==> src/rtl/trigger_readout_sequencer.sv <==
// Trigger readout sequencer: freezes an event window from the sample ring buffer and streams header + samples.
// Optional macro READOUT_CHECKSUM_EN appends a 16-bit sum-of-words checksum as the final word of each event.
module trigger_readout_sequencer #(
  parameter int          ADDR_W    = 9,
  parameter int          PRETRIG   = 64,
  parameter int          WINDOW    = 256,
  parameter logic [15:0] SYNC_WORD = 16'hEB90
) (
  input  logic              CLK,
  input  logic              SOFT_RESET,
  input  logic              TRIGGER_OUT,
  input  logic              LIVE_ACQUISITION,
  input  logic              read_mode,
  input  logic [ADDR_W-1:0] WR_PTR,
  output logic [ADDR_W-1:0] RD_ADDR,
  input  logic [15:0]       RD_DATA,
  output logic [15:0]       TX_DATA,
  output logic              TX_VALID,
  input  logic              TX_READY,
  output logic              TX_LAST,
  output logic              SELF_TRIGGER_RESET,
  output logic              BUSY,
  output logic [15:0]       EVENT_COUNT
);

`ifdef READOUT_CHECKSUM_EN
  localparam bit CsumEn = 1'b1;
`else
  localparam bit CsumEn = 1'b0;
`endif

  localparam int              IdxW    = ADDR_W + 1;
  localparam logic [IdxW-1:0] LastIdx = IdxW'(WINDOW - 1);
  localparam logic [15:0]     LenWord = 16'(WINDOW);

  typedef enum logic [2:0] {IDLE, HDR, FETCH, LATCH, SEND, CSUM, DONE} state_e;

  state_e            state_q, state_d;
  logic [31:0]       tsCnt_q;
  logic              trig_q;
  logic [15:0]       evtCnt_q, evtCnt_d;
  logic [31:0]       tsLat_q, tsLat_d;
  logic [ADDR_W-1:0] start_q, start_d;
  logic              mode_q, mode_d;
  logic [IdxW-1:0]   idx_q, idx_d;
  logic [2:0]        hdrIdx_q, hdrIdx_d;
  logic [15:0]       txData_q, txData_d;
  logic              txValid_q, txValid_d;
  logic              txLast_q, txLast_d;
  logic [ADDR_W-1:0] rdAddr_q, rdAddr_d;
  logic [15:0]       csum_q, csum_d;
  logic              abort_q, abort_d;

  logic rise, xfer, abortReq, wordState;

  always_comb begin
    rise      = TRIGGER_OUT & ~trig_q;
    xfer      = txValid_q & TX_READY;
    abortReq  = abort_q | ~TRIGGER_OUT;
    wordState = (state_q == HDR) || (state_q == SEND) || (state_q == CSUM);

    state_d   = state_q;
    evtCnt_d  = evtCnt_q;
    tsLat_d   = tsLat_q;
    start_d   = start_q;
    mode_d    = mode_q;
    idx_d     = idx_q;
    hdrIdx_d  = hdrIdx_q;
    txData_d  = txData_q;
    txValid_d = txValid_q;
    txLast_d  = txLast_q;
    rdAddr_d  = rdAddr_q;
    csum_d    = csum_q;
    abort_d   = abort_q;

    case (state_q)
      IDLE: begin
        if (rise) begin
          state_d   = HDR;
          tsLat_d   = tsCnt_q;
          start_d   = WR_PTR - ADDR_W'(PRETRIG);
          mode_d    = read_mode;
          evtCnt_d  = evtCnt_q + 16'd1;
          hdrIdx_d  = 3'd0;
          idx_d     = '0;
          txData_d  = SYNC_WORD;
          txValid_d = 1'b1;
          txLast_d  = 1'b0;
          csum_d    = 16'd0;
          abort_d   = 1'b0;
        end
      end

      HDR, SEND, CSUM: begin
        // Once an abort is seen the held word is closed with TX_LAST and the event ends on its transfer.
        if (abortReq) begin
          if (xfer) begin
            state_d   = IDLE;
            txValid_d = 1'b0;
            txLast_d  = 1'b0;
            abort_d   = 1'b0;
          end else begin
            txLast_d = 1'b1;
            abort_d  = 1'b1;
          end
        end else if (xfer) begin
          csum_d = csum_q + txData_q;
          if (state_q == HDR && hdrIdx_q != 3'd4) begin
            hdrIdx_d = hdrIdx_q + 3'd1;
            txLast_d = (hdrIdx_q == 3'd3) && mode_q && !CsumEn;
            case (hdrIdx_q)
              3'd0:    txData_d = evtCnt_q;
              3'd1:    txData_d = tsLat_q[31:16];
              3'd2:    txData_d = tsLat_q[15:0];
              default: txData_d = mode_q ? 16'd0 : LenWord;
            endcase
          end else if (state_q == HDR && !mode_q) begin
            state_d   = FETCH;
            txValid_d = 1'b0;
            rdAddr_d  = start_q + idx_q[ADDR_W-1:0];
          end else if (state_q == SEND && idx_q != LastIdx) begin
            state_d   = FETCH;
            txValid_d = 1'b0;
            txLast_d  = 1'b0;
            idx_d     = idx_q + IdxW'(1);
            rdAddr_d  = start_q + idx_q[ADDR_W-1:0] + ADDR_W'(1);
          end else if (state_q != CSUM && CsumEn) begin
            state_d  = CSUM;
            txData_d = csum_q + txData_q;
            txLast_d = 1'b1;
          end else begin
            state_d   = DONE;
            txValid_d = 1'b0;
            txLast_d  = 1'b0;
          end
        end
      end

      FETCH: begin
        state_d = TRIGGER_OUT ? LATCH : IDLE;
      end

      LATCH: begin
        if (!TRIGGER_OUT) begin
          state_d = IDLE;
        end else begin
          state_d   = SEND;
          txData_d  = RD_DATA;
          txValid_d = 1'b1;
          txLast_d  = (idx_q == LastIdx) && !CsumEn;
        end
      end

      DONE: begin
        if (!TRIGGER_OUT || LIVE_ACQUISITION) state_d = IDLE;
      end

      default: state_d = IDLE;
    endcase
  end

  always_ff @(posedge CLK) begin
    if (SOFT_RESET) begin
      state_q   <= IDLE;
      tsCnt_q   <= '0;
      trig_q    <= 1'b0;
      evtCnt_q  <= '0;
      tsLat_q   <= '0;
      start_q   <= '0;
      mode_q    <= 1'b0;
      idx_q     <= '0;
      hdrIdx_q  <= '0;
      txData_q  <= '0;
      txValid_q <= 1'b0;
      txLast_q  <= 1'b0;
      rdAddr_q  <= '0;
      csum_q    <= '0;
      abort_q   <= 1'b0;
    end else begin
      state_q   <= state_d;
      tsCnt_q   <= tsCnt_q + 32'd1;
      trig_q    <= TRIGGER_OUT;
      evtCnt_q  <= evtCnt_d;
      tsLat_q   <= tsLat_d;
      start_q   <= start_d;
      mode_q    <= mode_d;
      idx_q     <= idx_d;
      hdrIdx_q  <= hdrIdx_d;
      txData_q  <= txData_d;
      txValid_q <= txValid_d;
      txLast_q  <= txLast_d;
      rdAddr_q  <= rdAddr_d;
      csum_q    <= csum_d;
      abort_q   <= abort_d;
    end
  end

  // A falling trigger marks the word on the bus as last in the same cycle, so an immediate accept still closes the frame.
  assign TX_LAST            = txLast_q | (txValid_q & ~TRIGGER_OUT & wordState);
  assign TX_DATA            = txData_q;
  assign TX_VALID           = txValid_q;
  assign RD_ADDR            = rdAddr_q;
  assign SELF_TRIGGER_RESET = (state_q == DONE);
  assign BUSY               = (state_q != IDLE);
  assign EVENT_COUNT        = evtCnt_q;

endmodule

==> config.mk <==
export PLATFORM = sky130hd
export DESIGN_NAME = trigger_readout_sequencer
export DESIGN_NICKNAME = d
export VERILOG_FILES = /design/src/rtl/trigger_readout_sequencer.sv
export SDC_FILE = /design/constraint.sdc
export NUM_CORES = 1
export LEC_CHECK = 0
export ABC_CLOCK_PERIOD_IN_PS = 2200
export BUFFER_PORTS_ARGS = -buffer_cell sky130_fd_sc_hd__clkbuf_2
export CORE_ASPECT_RATIO = 1.25
export CORE_MARGIN = 2
export CORE_UTILIZATION = 45
export DETAILED_ROUTE_END_ITERATION = 10
export PLACE_DENSITY_LB_ADDON = 0.15
export SLEW_MARGIN = 10
export SYNTH_ARGS = -nofsm -noshare
export SYNTH_HDL_FRONTEND = slang
export SYNTH_SLANG_ARGS = --single-unit
==> constraint.sdc <==
create_clock -name CLK -period 2.2 [get_ports CLK]
set_clock_uncertainty 0.05 [all_clocks]
set_input_delay 0.11 -clock CLK [delete_from_list [all_inputs] [get_ports CLK]]
set_output_delay 0.11 -clock CLK [all_outputs]
set_load 0.01 [all_outputs]
[Word-level counts from Yosys, hierarchy flattened]
Index checks and enable logic that the tools add are counted.
Word-level totals
  flip-flop bits (word level): 135
  input port bits: 31
  output and inout port bits: 45
  logic and storage cells: 131
Operators by class
  add/subtract/negate cells: 7
  equality and inequality tests: 25
  multiplexer cells: 50
  bitwise logic cells: 10
  reduce and logical (&&, ||, !) cells: 25
Operator list (count)
  $pmux W16 S3: 2
  $mux W16: 5
  $mux W10: 6
  $mux W3: 13
  $add A32 B1 Y32 const B: 1
  $mux W9: 3
  $pmux W10 S2: 1
  $reduce_and A5 Y1: 4
  $ne A2 B2 Y1 const B: 9
  $add A16 B1 Y16 const B: 1
  $pmux W3 S5: 1
  $mux W1: 14
  $eq A3 B2 Y1 const B: 4
  $add A10 B1 Y10 const B: 1
  $eq A10 B8 Y1 const B: 1
  $ne A10 B8 Y1 const B: 1
  $add A9 B1 Y9 const B: 1
  $add A9 B9 Y9: 1
  $eq A3 B3 Y1 const B: 3
  $ne A3 B3 Y1 const B: 3
  $sub A9 B7 Y9 const B: 1
  $reduce_and A7 Y1: 1
  $eq A3 B1 Y1 const B: 2
  $logic_not A3 Y1: 2
  20 further kinds: 36

[Logic depth before layout (Yosys ltp)]
Gate-level depths: netlist of the first run.
  depth after elaboration: 8
  gate-level depth with buffers: 9
  mapped depth without buffers: 8

[Worst setup path before layout of the first run]
Ideal clock, no wire load.
  kind: reg2reg
  from: register idx_q[0]
  to: register rdAddr_q[8] (netlist: RD_ADDR[8])
  setup time: 0.133 ns
  arrival: 2.188 ns
  data required time: 2.017 ns
  slack: -0.171 ns
  cell stages (with the launch flop): 9
  clock period less this slack: 2.371 ns
  cell sequence: dfxtp_1 -> ha_1 -> fa_1 -> ha_1 -> nand2_1 -> nor4b_2 -> nand3_1 -> nor4_1 -> a311oi_2
Between the ends
  cells in the longest elaborated chain, start to end: 4
  elaborated cells on any way between the ends: 8
  those cells by class: add/sub: 2; eq/ne: 1; mux: 2; reduce/logical: 3
RTL lines
  start, declared: RTL line 45  | logic [IdxW-1:0] idx_q, idx_d;
  start signal, assigned: RTL line 187  | idx_q <= idx_d;
  $add A9 B9 Y9 or $ne A10 B8 Y1 (tied branches): RTL line 120, 126, 121
  $add A9 B1 Y9 or $logic_and A1 B1 Y1 (tied branches): RTL line 126, 121
  $mux W9 or $reduce_bool A2 Y1 (tied branches)
  $mux W9 or $reduce_and A5 Y1 (tied branches)
  end signal, assigned: RTL line 192  | rdAddr_q <= rdAddr_d;
  end, declared: RTL line 50  | logic [ADDR_W-1:0] rdAddr_q, rdAddr_d;
Several ways; a longest one is shown, not always the timed one. The select of a mux whose other input is x is not followed.
A chain may end at the register's enable or synchronous reset.

[Worst setup path in the final report of the first run]
Same ends and word-level chain as after synthesis.

==> results.yml, run 1 <==
route:
  wire_per_inst_um: 15.7
  route.detailed.drc: 0
  via_per_inst: 5.41
  detail_route.iter0.violations: 347
  wl_um: 17400
  detail_route.first_pass.iterations: 5
  ant_nets: 0
  route.vias.total: 5976
sta:
  tightest_slew_ns: 0.525
  max_slew_margin_pct: 65.0
  setup_violations: 2
  tns_ns: -0.0335
  fin_ws_ns: -0.0240
  maxSlewViolCount: 0
  hold_viol: 0
  holdWs_ns: 0.0303
  max_freq_mhz: 450
  timing.final.crit_share_pct: 101
  rsz0062_at_grt: "true"
  fin_crit_ns: 2.22
logic_synthesis:
  synth-edff-count: 0
  post_synth.cell_area_avg_um2: 8.22
  ys.flop_type: "dfxtp_1"
  yosys-top-cells-area: "dfxtp_1 42%, nand2_1 7.6%, a21oi_1 6.8%"
  async_reset_ff_share_pct: 0
  yosys.area.top_type: "dfxtp_1"
  synth_cell_types: 67
  synth_warnings: 0
  seq_area_frac_synth_pct: 41.9
  netlist_area_mm2: 0.00646
  syn_nets: 835
  ys_seq_elements: 135
  netlist_instances: 785
  synth_top_area_share_pct: 41.9
place:
  gp_congestion: 0.879
  dpl_cell_area_mm2: 0.00727
  hpwlAfterDp_um: 12500
  numPortBuffers: 75
  placed_cells: 1040
finish:
  nFillCells: 1237
  mostFrequentLayoutCell: "dfxtp_1"
  final_cells: 1105
  layout-drive-gt1-share_pct: 22.3
  utilization_pct: 59.9
  fin_nets: 967
  final_area_mm2: 0.00835
  mostFrequentLayoutCells: "130 x dfxtp_1, 129 x nand2_1, 101 x nor2_1"
  syn_to_final_growth_pct: 29.3
  antenna_cells: 0
critical_path:
  worstPathArrival_ns: 2.50
  rrSetupSlack_ns: -0.02
  timing.rr.end: "RD_ADDR[8]"
  cp_data_required_time_ns: 2.48
  crit_type: "reg -> reg"
  crit_path_start_kind: "flip-flop"
  cp_max_fo: 3
  r2r_cells: 8
  reg2reg_from: "idx_q[0]"
  crit_path_end_kind: "flip-flop"
outcome:
  status: "finished, violations left"
  violations: "setup timing"
min_path:
  hold_path_class: "in -> reg"
  min_path_cells: 3
  min-delay-start: "RD_DATA[8]"
  hold-path-endpoint: "TX_DATA[8]"
global_route:
  grt_max_degree: 49
  grt_pass1_vias: 6055
  grt_pass1_wl_um: 28500
  antenna_found_initial: 0
  track_usage_pct: 23.2
  grt_overflow: 0
clock_network:
  cts_buffers: 17
  cts.sinks: 135
  root_buffer: "clkbuf_16"
  clock_latency_ns: 0.42
  clockBufferDepth: 2
  clkTransAtPathRegs_ns: 0.06
  cts_tree: "yes"
  h-tree-depth: 4
run:
  cap_violations: 0
floorplanning:
  fp.dieW_um: 111
  rows: 48
  die_h_um: 138
  initial_core_util_pct: 46.3
  ioPinCount: 76
  core_mm2: 0.0139
  die-area_mm2: 0.0153
power:
  p_per_area_mw_per_mm2: 725
  peakVddDrop_mv: 0.502
  leakage_nw: 3.21
## cells by family (layout without fill, tap and decap cells)
kind of cell,Yosys count,count (layout),share of synthesized area [%]
xor+xnor,63,63,8.55
flops,135,135,41.9
buf+inv,55,200,3.66
compound gates,182,182,18.3
simple gates,330,330,23.7
mux,1,1,0.155
fa+ha+maj,19,19,3.80
## registers in the layout (all words and copies together), names as in the netlist
name,count
EVENT_COUNT,16
RD_ADDR,9
TX_DATA,16
TX_VALID,1
abort_q,1
hdrIdx_q,3
idx_q,10
mode_q,1
start_q,9
state_q,3
trig_q,1
tsCnt_q,32
tsLat_q,32
txLast_q,1
## per-layer routing
metal  track usage [%]  routed length [µm]  part of all wire [%]  vias up
met2              41.9                9150                    53      126
met1              25.9                7090                    41     2812
met5                 0                   0                     0        -
li1                  -                   -                     -     3002
met4              12.8                 461                   2.7        0
met3              4.37                 669                   3.9       36
## synth_stat cells, drive strengths merged, types with 2 or more instances
library cell	count
dfxtp	135
nand2	131
nor2	104
a21oi	88
xor2	44
a211oi	29
clkbuf	27
nand3	21
a22oi	20
xnor2	19
ha	18
buf	16
nand4	15
o21ai	14
inv	12
and3	9
and4	9
nor2b	7
nor3	6
a21o	5
a311oi	5
nand2b	5
or3	5
and2	4
o21a	3
o21bai	3
a221oi	2
nor4	2
or2	2
or4b	2
## how the worst max path moves through the flow
stage | depth (start not counted) | end | startpoint
CTS | 8 | RD_ADDR[8] | idx_q[0]
finish | 8 | RD_ADDR[8] | idx_q[0]
global route | 8 | RD_ADDR[8] | idx_q[0]
global placement | 8 | RD_ADDR[8] | idx_q[0]
floorplan | 8 | RD_ADDR[8] | idx_q[0]
detailed placement | 8 | RD_ADDR[8] | idx_q[0]
## critical path: stages, from the launching register on
cell      delay, ns
dfxtp_2        0.34
ha_4           0.16
fa_2           0.37
a21oi_4        0.17
o211ai_1       0.13
o31ai_2        0.26
nand2_1        0.15
a311o_1        0.30
a311oi_2       0.19
## where the power goes
| part | switching (mW) | internal (mW) | leakage [nW] |
|---|---|---|---|
| clock network | 1.14 | 1.81 | 0.298 |
| logic | 0.306 | 0.239 | 1.81 |
| registers | 0.0521 | 2.51 | 1.10 |
| total | 1.50 | 4.56 | 3.21 |
## cell type report
class	instances	area, µm²	share of cell area (%)
Clock buffer	17	425	5.10
Clock inverter	15	194	2.32
Inverter	12	45.0	0.540
Multi-Input combinational cell	595	3690	44.3
Sequential cell	135	2710	32.5
Tap cell	175	219	2.62
Timing Repair Buffer	156	1060	12.7
## stage by stage
step / setup slack (ns) / power (mW)
2_1_floorplan: 0.00783 / 2.91
3_3_place_gp: -0.0697 / 3.07
3_5_place_dp: -0.134 / 3.09
4_1_cts: -0.0294 / 6.11
5_1_grt: -0.141 / 6.29
6_report: -0.0240 / 6.05
## timing repair
| action | 4_1_cts | 5_1_grt |
|---|---|---|
| hold buffers | 28 | 0 |
| setup buffers | 2 | 2 |
| endpoints found under the hold margin | 29 | 0 |
| pin swaps | 8 | 5 |
| cloned | 0 | 1 |
| gates resized for setup | 14 | 15 |
| endpoints found under the setup margin | 17 | 29 |
(Power assumes the default switching activity.)
==> run 2: changes to the inputs <==
--- a/config.mk
+++ b/config.mk
@@ -5,11 +5,10 @@
 export SDC_FILE = /design/constraint.sdc
 export NUM_CORES = 1
 export LEC_CHECK = 0
-export ABC_CLOCK_PERIOD_IN_PS = 2200
+export ABC_CLOCK_PERIOD_IN_PS = 2600
 export BUFFER_PORTS_ARGS = -buffer_cell sky130_fd_sc_hd__clkbuf_2
 export CORE_ASPECT_RATIO = 1.25
-export CORE_MARGIN = 2
-export CORE_UTILIZATION = 45
+export CORE_UTILIZATION = 50
 export DETAILED_ROUTE_END_ITERATION = 10
 export PLACE_DENSITY_LB_ADDON = 0.15
 export SLEW_MARGIN = 10
==> constraint.sdc (replaced) <==
create_clock -name CLK -period 2.6 [get_ports CLK]
set_clock_uncertainty 0.05 [all_clocks]
set_input_delay 0.13 -clock CLK [delete_from_list [all_inputs] [get_ports CLK]]
set_output_delay 0.13 -clock CLK [all_outputs]
set_load 0.01 [all_outputs]
==> results.yml, run 2 (synthesis results as in run 1) <==
outcome:
  status: "finished clean"
floorplanning:
  initial_core_util_pct: 51.0
  fp.dieW_um: 104
  core_mm2: 0.0127
  die_h_um: 129
  die-area_mm2: 0.0134
  rows: 46
  ioPinCount: 76
sta:
  setup_violations: 0
  max_freq_mhz: 409
  holdWs_ns: 0.0130
  maxSlewViolCount: 0
  tightest_slew_ns: 0.829
  fin_crit_ns: 2.44
  max_slew_margin_pct: 44.7
  timing.final.crit_share_pct: 93.9
  hold_viol: 0
finish:
  largestRegisters: "tsCnt_q: 32 flops, tsLat_q: 32 flops"
  syn_to_final_growth_pct: 19.3
  layout-drive-gt1-share_pct: 16.0
  mostFrequentLayoutCell: "dfxtp_1"
  final_area_mm2: 0.00770
  antenna_cells: 0
  mostFrequentLayoutCells: "135 x dfxtp_1, 131 x nand2_1, 101 x nor2_1"
  final-seq-area_mm2: 0.00270
  final_cells: 1049
  fin_nets: 919
  multi_input_area_mm2: 0.00355
  nFillCells: 1169
critical_path:
  r2r_cells: 8
  reg2reg_from: "idx_q[0]"
  cp_max_fo: 4
  crit_type: "reg -> reg"
  rrSetupSlack_ns: 0.16
  cp_data_required_time_ns: 2.83
  crit_path_end_kind: "flip-flop"
  timing.rr.end: "RD_ADDR[8]"
  worstPathArrival_ns: 2.68
  crit_path_start_kind: "flip-flop"
route:
  ant_nets: 0
  wl_um: 16400
  wire_per_inst_um: 15.6
  route.vias.total: 5865
  via_per_inst: 5.59
  route.detailed.drc: 0
  detail_route.iter0.violations: 275
  detail_route.first_pass.iterations: 6
place:
  dpl_cell_area_mm2: 0.00699
  gp_congestion: 0.853
  placed_cells: 1002
  hpwlAfterDp_um: 11800
  numPortBuffers: 75
clock_network:
  h-tree-depth: 4
  clkTransAtPathRegs_ns: 0.06
  root_buffer: "clkbuf_16"
  clockBufferDepth: 2
  cts.sinks: 135
  cts_buffers: 17
  clock_latency_ns: 0.41
  postCtsSetupBuffers: 0
  cts_tree: "yes"
min_path:
  min-delay-start: "RD_DATA[10]"
  hold-path-endpoint: "TX_DATA[10]"
  hold_path_class: "in -> reg"
  min_path_cells: 3
global_route:
  top_usage_layer: "met2"
  grt_pass1_vias: 5594
  grt_use_met1_pct: 28.5
  grt_overflow: 0
  grtUsageMet3_pct: 4.18
  track_usage_pct: 25.1
  antenna_found_initial: 0
  use_met2_pct: 46.3
  grt_max_degree: 79
  grt_pass1_wl_um: 26800
power:
  p_total_mw: 4.69
  leakage_nw: 2.92
  p_per_area_mw_per_mm2: 609
  peakVddDrop_mv: 0.477
run:
  cap_violations: 0
run 2: layout make-up:
| class | instances | area share (%) |
|---|---|---|
| Timing Repair Buffer | 108 | 8.64 |
| Sequential cell | 135 | 35.1 |
| Inverter | 12 | 0.585 |
| Multi-Input combinational cell | 595 | 46.1 |
| Tap cell | 168 | 2.73 |
| Clock inverter | 9 | 0.682 |
| Clock buffer | 22 | 6.16 |
run 2: what timing repair did:
item	CTS	global route
hold buffers	16	0
setup endpoints to repair	0	1
endpoints found under the hold margin	16	0
resized for setup	0	5
run 2: worst max path at each step:
stage / start / endpoint / slack (ns) / cells past startpoint
floorplan: idx_q[0] / RD_ADDR[8] / 0.23 / 8
global placement: idx_q[0] / RD_ADDR[8] / 0.10 / 8
detailed placement: idx_q[0] / RD_ADDR[8] / 0.04 / 8
CTS: idx_q[0] / RD_ADDR[8] / 0.04 / 8
global route: idx_q[0] / RD_ADDR[8] / -0.008 / 8
finish: idx_q[0] / RD_ADDR[8] / 0.16 / 8
run 2: metrics by stage:
step           setup slack (ns)  util (%)   TNS, ns
2_1_floorplan             0.229         -         0
3_3_place_gp              0.102      55.2         0
3_5_place_dp             0.0380      55.2         0
4_1_cts                  0.0390      60.6         0
5_1_grt                -0.00831      60.8  -0.00831
6_report                  0.158      60.8         0
run 2: worst max-delay path, stage by stage (launching register included):
cell and delay (ns):
dfxtp_1 0.35, ha_1 0.23, fa_1 0.54, ha_1 0.16, nand2_1 0.11, nor4b_4 0.35
nand3_2 0.16, nor4_2 0.31, a311oi_2 0.07
run 2: power breakdown:
group | internal (mW) | switching, mW
logic | 0.156 | 0.240
clock network | 1.28 | 0.856
registers | 2.12 | 0.0422
total | 3.56 | 1.14
run 2: metal layers:
metal / vias up / wire length, µm
met5: - / 0
met4: 0 / 357
li1: 2904 / -
met3: 26 / 667
met1: 2787 / 6670
met2: 148 / 8690
